<file path="src/rtl/iomem_router_if.sv">
// PicoSoC iomem bus bundle: the CPU-facing request/response pair plus the
// peripheral-facing per-slot request lines, with shared address/data.
//
// Handshake: a request is offered by holding valid high with stable
// address/strobes/data. It completes on the single cycle in which ready is
// high, and the requester drops valid on the clock edge that samples ready.
interface iomem_router_if #(
    parameter int NUM_SLOTS = 4
);
    logic                    m_valid;
    logic                    m_ready;
    logic [3:0]              m_wstrb;
    logic [31:0]             m_addr;
    logic [31:0]             m_wdata;
    logic [31:0]             m_rdata;
    logic [NUM_SLOTS-1:0]    s_valid;
    logic [NUM_SLOTS-1:0]    s_ready;
    logic [NUM_SLOTS*32-1:0] s_rdata;
    logic [3:0]              s_wstrb;
    logic [31:0]             s_addr;
    logic [31:0]             s_wdata;

    // Router side: answers the CPU, drives the peripherals.
    modport slave (
        input  m_valid, m_wstrb, m_addr, m_wdata, s_ready, s_rdata,
        output m_ready, m_rdata, s_valid, s_wstrb, s_addr, s_wdata
    );

    // Environment side: the CPU and the peripherals around the router.
    modport master (
        output m_valid, m_wstrb, m_addr, m_wdata, s_ready, s_rdata,
        input  m_ready, m_rdata, s_valid, s_wstrb, s_addr, s_wdata
    );
endinterface

</file>
<file path="src/rtl/iomem_router.sv">
// iomem_router: decodes a CPU iomem request into one of NUM_SLOTS peripheral
// pages, forwards a registered request to the selected slot and returns its
// response. Unmapped pages and slots that never answer within TIMEOUT_CYCLES
// are terminated with ERR_RDATA, an err_irq pulse and an error record.
// Every output is a flop; nothing combinational reaches an output pin.
module iomem_router #(
    parameter int          NUM_SLOTS      = 4,
    parameter logic [7:0]  BASE_PAGE      = 8'h03,
    parameter int          TIMEOUT_CYCLES = 255,
    parameter logic [31:0] ERR_RDATA      = 32'hFFFF_FFFF
) (
    input  logic              clk,
    input  logic              reset,
    iomem_router_if.slave     bus,
    output logic              err_irq,
    output logic [31:0]       err_addr,
    output logic [7:0]        err_count,
    output logic [1:0]        dbg_state
);

    typedef enum logic [1:0] {
        IDLE   = 2'd0,
        ACCESS = 2'd1,
        RESP   = 2'd2,
        ERROR  = 2'd3
    } state_t;

    localparam logic [7:0] SLOTS_B = 8'(NUM_SLOTS);
    localparam logic [7:0] TO_LAST = 8'(TIMEOUT_CYCLES - 1);

    state_t                state_q, state_d;
    logic                  m_ready_q, m_ready_d;
    logic [31:0]           m_rdata_q, m_rdata_d;
    logic [NUM_SLOTS-1:0]  s_valid_q, s_valid_d;
    logic [3:0]            s_wstrb_q, s_wstrb_d;
    logic [31:0]           s_addr_q, s_addr_d;
    logic [31:0]           s_wdata_q, s_wdata_d;
    logic                  err_irq_q, err_irq_d;
    logic [31:0]           err_addr_q, err_addr_d;
    logic [7:0]            err_count_q, err_count_d;
    logic [7:0]            cnt_q, cnt_d;

    logic [7:0]            page;
    logic                  hit;
    logic [NUM_SLOTS-1:0]  page_onehot;
    logic                  sel_ready;
    logic [31:0]           sel_rdata;

    // Page arithmetic is 8-bit so addresses below BASE_PAGE wrap high and miss.
    assign page = bus.m_addr[31:24] - BASE_PAGE;
    assign hit  = (page < SLOTS_B);

    // One-hot slot select for a fresh request; all-zero on a miss.
    always_comb begin
        page_onehot = '0;
        for (int i = 0; i < NUM_SLOTS; i++) begin
            page_onehot[i] = (page == 8'(i));
        end
    end

    // The registered s_valid already marks the selected slot, so masking with
    // it both picks that slot's ready and ignores every other slot's ready.
    assign sel_ready = |(bus.s_ready & s_valid_q);

    // Read data mux steered by the registered one-hot select.
    always_comb begin
        sel_rdata = '0;
        for (int i = 0; i < NUM_SLOTS; i++) begin
            if (s_valid_q[i]) begin
                sel_rdata = sel_rdata | bus.s_rdata[32*i +: 32];
            end
        end
    end

    // Next-state and next-output logic; every output flop gets its value here.
    always_comb begin
        state_d     = state_q;
        s_valid_d   = s_valid_q;
        s_wstrb_d   = s_wstrb_q;
        s_addr_d    = s_addr_q;
        s_wdata_d   = s_wdata_q;
        m_rdata_d   = '0;
        err_addr_d  = err_addr_q;
        err_count_d = err_count_q;
        cnt_d       = cnt_q;

        case (state_q)
            IDLE: begin
                if (bus.m_valid) begin
                    s_addr_d  = bus.m_addr;
                    s_wstrb_d = bus.m_wstrb;
                    s_wdata_d = bus.m_wdata;
                    if (hit) begin
                        s_valid_d = page_onehot;
                        state_d   = ACCESS;
                    end else begin
                        m_rdata_d = ERR_RDATA;
                        state_d   = ERROR;
                    end
                end
            end
            ACCESS: begin
                // A ready in the timeout cycle still completes normally.
                if (sel_ready) begin
                    m_rdata_d = sel_rdata;
                    s_valid_d = '0;
                    cnt_d     = '0;
                    state_d   = RESP;
                end else if (cnt_q == TO_LAST) begin
                    m_rdata_d = ERR_RDATA;
                    s_valid_d = '0;
                    cnt_d     = '0;
                    state_d   = ERROR;
                end else begin
                    cnt_d = cnt_q + 8'd1;
                end
            end
            RESP: begin
                state_d = IDLE;
            end
            ERROR: begin
                err_addr_d = s_addr_q;
                if (err_count_q != 8'hFF) begin
                    err_count_d = err_count_q + 8'd1;
                end
                state_d = IDLE;
            end
            default: begin
                s_valid_d = '0;
                state_d   = IDLE;
            end
        endcase

        // Response strobes are high exactly while sitting in RESP or ERROR.
        m_ready_d = (state_d == RESP) || (state_d == ERROR);
        err_irq_d = (state_d == ERROR);
    end

    // State and output registers; reset aborts any transfer immediately.
    always_ff @(posedge clk or posedge reset) begin
        if (reset) begin
            state_q     <= IDLE;
            m_ready_q   <= 1'b0;
            m_rdata_q   <= '0;
            s_valid_q   <= '0;
            s_wstrb_q   <= '0;
            s_addr_q    <= '0;
            s_wdata_q   <= '0;
            err_irq_q   <= 1'b0;
            err_addr_q  <= '0;
            err_count_q <= '0;
            cnt_q       <= '0;
        end else begin
            state_q     <= state_d;
            m_ready_q   <= m_ready_d;
            m_rdata_q   <= m_rdata_d;
            s_valid_q   <= s_valid_d;
            s_wstrb_q   <= s_wstrb_d;
            s_addr_q    <= s_addr_d;
            s_wdata_q   <= s_wdata_d;
            err_irq_q   <= err_irq_d;
            err_addr_q  <= err_addr_d;
            err_count_q <= err_count_d;
            cnt_q       <= cnt_d;
        end
    end

    assign bus.m_ready = m_ready_q;
    assign bus.m_rdata = m_rdata_q;
    assign bus.s_valid = s_valid_q;
    assign bus.s_wstrb = s_wstrb_q;
    assign bus.s_addr  = s_addr_q;
    assign bus.s_wdata = s_wdata_q;
    assign err_irq     = err_irq_q;
    assign err_addr    = err_addr_q;
    assign err_count   = err_count_q;
    assign dbg_state   = state_q;

endmodule

</file>
<file path="src/flat_wrapper.sv">
// flat-port wrapper written by rule: the top's interface ports become plain ports
module iomem_router_flat 
#(
    parameter int          NUM_SLOTS      = 4,
    parameter logic [7:0]  BASE_PAGE      = 8'h03,
    parameter int          TIMEOUT_CYCLES = 255,
    parameter logic [31:0] ERR_RDATA      = 32'hFFFF_FFFF
)
  (clk, reset, err_irq, err_addr, err_count, dbg_state, bus_m_valid, bus_m_wstrb, bus_m_addr, bus_m_wdata, bus_s_ready, bus_s_rdata, bus_m_ready, bus_m_rdata, bus_s_valid, bus_s_wstrb, bus_s_addr, bus_s_wdata);
  iomem_router_if #(.NUM_SLOTS(NUM_SLOTS)) bus_i ();
  input  logic clk;
  input  logic reset;
  output logic err_irq;
  output logic [31:0] err_addr;
  output logic [7:0] err_count;
  output logic [1:0] dbg_state;
  input wire logic [$bits(bus_i.m_valid)-1:0] bus_m_valid;
  input wire logic [$bits(bus_i.m_wstrb)-1:0] bus_m_wstrb;
  input wire logic [$bits(bus_i.m_addr)-1:0] bus_m_addr;
  input wire logic [$bits(bus_i.m_wdata)-1:0] bus_m_wdata;
  input wire logic [$bits(bus_i.s_ready)-1:0] bus_s_ready;
  input wire logic [$bits(bus_i.s_rdata)-1:0] bus_s_rdata;
  output wire logic [$bits(bus_i.m_ready)-1:0] bus_m_ready;
  output wire logic [$bits(bus_i.m_rdata)-1:0] bus_m_rdata;
  output wire logic [$bits(bus_i.s_valid)-1:0] bus_s_valid;
  output wire logic [$bits(bus_i.s_wstrb)-1:0] bus_s_wstrb;
  output wire logic [$bits(bus_i.s_addr)-1:0] bus_s_addr;
  output wire logic [$bits(bus_i.s_wdata)-1:0] bus_s_wdata;
  assign bus_i.m_valid = bus_m_valid;
  assign bus_i.m_wstrb = bus_m_wstrb;
  assign bus_i.m_addr = bus_m_addr;
  assign bus_i.m_wdata = bus_m_wdata;
  assign bus_i.s_ready = bus_s_ready;
  assign bus_i.s_rdata = bus_s_rdata;
  assign bus_m_ready = bus_i.m_ready;
  assign bus_m_rdata = bus_i.m_rdata;
  assign bus_s_valid = bus_i.s_valid;
  assign bus_s_wstrb = bus_i.s_wstrb;
  assign bus_s_addr = bus_i.s_addr;
  assign bus_s_wdata = bus_i.s_wdata;
  iomem_router #(.NUM_SLOTS(NUM_SLOTS), .BASE_PAGE(BASE_PAGE), .TIMEOUT_CYCLES(TIMEOUT_CYCLES), .ERR_RDATA(ERR_RDATA)) u_core (.clk(clk), .reset(reset), .bus(bus_i), .err_irq(err_irq), .err_addr(err_addr), .err_count(err_count), .dbg_state(dbg_state));
endmodule
</file>
<file path="config.mk">
export PLATFORM = sky130hd
export DESIGN_NAME = iomem_router_flat
export DESIGN_NICKNAME = d
export VERILOG_FILES = /design/src/rtl/iomem_router_if.sv /design/src/rtl/iomem_router.sv /design/src/flat_wrapper.sv
export SDC_FILE = /design/constraint.sdc
export NUM_CORES = 1
export LEC_CHECK = 0
export BUFFER_PORTS_ARGS = -buffer_cell sky130_fd_sc_hd__buf_2
export CAP_MARGIN = 20
export CORE_MARGIN = 10
export CORE_UTILIZATION = 45
export CTS_CLUSTER_DIAMETER = 30
export DETAILED_ROUTE_END_ITERATION = 7
export PLACE_DENSITY = 0.8
export SLEW_MARGIN = 20
export SYNTH_ARGS = -nofsm -noshare
export SYNTH_HDL_FRONTEND = slang
export SYNTH_SLANG_ARGS = --single-unit
</file>
<file path="constraint.sdc">
create_clock -name clk -period 6.14 [get_ports clk]
set_clock_uncertainty 0.15 [all_clocks]
set_input_delay 0.614 -clock clk [delete_from_list [all_inputs] [get_ports clk]]
set_output_delay 0.614 -clock clk [all_outputs]
set_load 0.1 [all_outputs]
</file>
==> results.sh <==
export IMPL_final_cell_count_no_fill=1045
export IMPL_place_gp_congestion=0.831
export IMPL_max_cap_viol_count=0
export IMPL_detail_route_wl_per_cell_um=20.7
export IMPL_critical_path_required_ns=6.32
export IMPL_yosys_most_used_dff="dfrtp_1"
export IMPL_rows=44
export IMPL_yosysSeqAreaShare_pct=59.4
export IMPL_syn_inst=509
export IMPL_worst_slew_pin_transition_ns=0.975
export IMPL_hold_class="in -> async"
export IMPL_number_of_global_route_vias_before_repair=5847
export IMPL_finalCritPeriodShare_pct=41.7
export IMPL_post_cts_repair_setup_buffers=0
export IMPL_numPlacedInstances=1014
export IMPL_grt_setup_unrepaired="false"
export IMPL_multi_input_comb_area_um2=2530
export IMPL_dr_total_vias=5522
export IMPL_yosys_warnings=0
export IMPL_seq_area_um2=3900
export IMPL_ctsHoldBuffers=0
export IMPL_diodes=0
export IMPL_synthArstFlopShare_pct=100
export IMPL_clk_pin_slew_worst_paths_ns=0.06
export IMPL_critical_path_class="reg -> reg"
export IMPL_final_nets=1055
export IMPL_complex_gate_fraction_of_the_synthesized_area_pct=11.9
export IMPL_synth_top_cells_by_area="dfrtp_1 (59%), mux2_2 (17%), a22oi_1 (7.5%)"
export IMPL_synth_edf_count=0
export IMPL_worst_skew_pair_late_latency_ns=0.42
export IMPL_critical_path_top_delay_family="simple AND/OR/NAND/NOR gates"
export IMPL_first_pass_iters=4
export IMPL_port_buffers=350
export IMPL_fmax_mhz=391
export IMPL_post_synth_top_count_cell="dfrtp_1"
export IMPL_root_buffer="clkbuf_16"
export IMPL_holdWs_ns=0.197
export IMPL_postSynthNetCount=715
export IMPL_synth_distinct_cells=35
export IMPL_synthAdderAreaFrac_pct=0.571
export IMPL_postCtsResizedCells=0
export IMPL_fin_tns_setup_ns=0
export IMPL_slew_headroom_pct=35.0
export IMPL_max_stage_delay_ns=0.72
export IMPL_core_um2=14400
export IMPL_die_w_um=141
export IMPL_timing_final_hold_violations=0
export IMPL_outcome="finished, final reports clean"
export IMPL_yosys_mux_area_fraction_pct=17.3
export IMPL_die_h_um=141
export IMPL_io_pins=351
export IMPL_worst_endpoint_arrival_ns=2.74
export IMPL_cts_tree="built"
export IMPL_yosys_area_share_xor_xnor_pct=1.60
export IMPL_crit_path_end_kind="flop"
export IMPL_slowest_stage_cell_on_the_critical_path="buf_4"
export IMPL_avgViaCountPerCell=5.28
export IMPL_area_share_of_the_leading_cell_type_in_the_synthesized_netlist_pct=59.4
export IMPL_postRouteWirelength_um=21600
export IMPL_netlist_top_cells_count="dfrtp_1 (156), mux2_2 (101), a22oi_1 (66)"
export IMPL_yosys_area_top_type="dfrtp_1"
export IMPL_drtAntennaViolNets=0
export IMPL_gr_total_overflow=0
export IMPL_number_of_filler_instances_in_the_final_layout=1149
export IMPL_layout_area_growth_over_synthesis_pct=38.4
export IMPL_detailed_place_hpwl_um=16400
export IMPL_number_of_buffers_created_by_cts=17
export IMPL_cts_max_path_buffers=2
export IMPL_gr_usage_total_pct=21.1
export IMPL_final_util_pct=63.1
export IMPL_grt_start_max_net_pins=101
export IMPL_h_tree_depth=4
export IMPL_grt_first_pass_wirelength_um=33200
export IMPL_synthesis_area_um2=6580
export IMPL_slew_violations=0
export IMPL_synth_seq_cells=156
export IMPL_setup_violation_total_in_the_final_timing_report=0
export IMPL_final_layout_size_suffix_gt1_share_pct=57.1
export IMPL_synth_simple_gate_area_share_pct=6.87
export IMPL_number_of_buffer_and_inverter_stages_on_the_critical_path=1
export IMPL_setup_worst_path_start_class="flop"
export IMPL_synth_area_per_cell_um2=12.9
export IMPL_drcViolationCount=0
export IMPL_number_of_antenna_violations_at_the_first_check_in_global_routing=0
export IMPL_drt_iter0_markers=281
export IMPL_worstPathMaxFanout=71
export IMPL_floorplan_initialDensity_pct=45.6
export IMPL_period_needed_ns=2.56
export IMPL_timing_critical_path_cells="nor3b_4, buf_4, nand3b_1, or3b_1, o22ai_1"
export IMPL_die_footprint_um2=19900
export IMPL_number_of_sinks_on_the_clock_net=156
export IMPL_synth_top_family_by_area="multiplexers"
[worst paths after layout]
check,from,endpoint,slack [ns],cells past startpoint
max,u_core.dbg_state[0],u_core.bus.s_valid[2],3.58,5
min,reset,u_core.bus.s_wdata[4],0.20,2
max reg2reg,u_core.dbg_state[0],u_core.bus.s_valid[2],3.58,5
min reg2reg,u_core.err_addr[9],u_core.err_addr[9],0.35,1
max in group asynchronous,reset,u_core.bus.s_addr[12],4.35,3
min in group clk,bus_m_addr[0],u_core.bus.s_addr[0],0.27,2
[cell usage in the layout, fill, tap and decap left out, types with 7 or more instances in the layout]
cell type	instances
a22oi_1	66
mux2_2	101
buf_4	7
nand2_1	12
dfrtp_1	156
buf_2	350
o21ai_0	41
xor2_1	10
and3_1	32
clkbuf_16	17
[sequential cells by signal, summed over array words and instances (netlist names)]
register,cells
u_core.err_addr,32
u_core.bus.m_ready,1
u_core.bus.s_wdata,32
u_core.bus.s_wstrb,4
u_core.err_count,8
u_core.err_irq,1
u_core.bus.s_valid,4
u_core.bus.m_rdata,32
u_core.bus.s_addr,32
u_core.dbg_state,2
u_core.cnt_q,8
[cell families (layout without fill, tap and decap cells)]
group,count (synthesis),after routing
xor+xnor,12,12
mux,101,101
buf+inv,40,392
flops,156,156
compound gates,119,119
simple gates,78,78
fa+ha+maj,3,3
[layout make-up]
| cell class | count | area share (%) |
|---|---|---|
| multi-input combinational | 313 | 27.8 |
| timing repair buffer | 357 | 19.8 |
| sequential | 156 | 42.9 |
| inverter | 4 | 0.220 |
| clock inverter | 12 | 1.77 |
| clock buffer | 19 | 4.98 |
| tap | 184 | 2.53 |
[routing by layer]
layer | GRT usage (%) | vias up | wire length [um]
met4 | 7.72 | 0 | 579
li1 | - | 2560 | -
met3 | 8.16 | 35 | 2040
met1 | 21.9 | 2679 | 7620
met2 | 37.6 | 248 | 11400
met5 | 0 | - | 0
[through the flow]
| step | area [um2] | setup WS [ns] |
|---|---|---|
| 2_1_floorplan | 6580 | 1.17 |
| 3_3_place_gp | 8480 | 3.27 |
| 3_5_place_dp | 8480 | 3.22 |
| 4_1_cts | 9100 | 3.57 |
| 5_1_grt | 9100 | 3.39 |
| 6_report | 9100 | 3.58 |
Power is not shown: default switching activity piles up to over one toggle a cycle in this logic, so the estimate is an artifact.
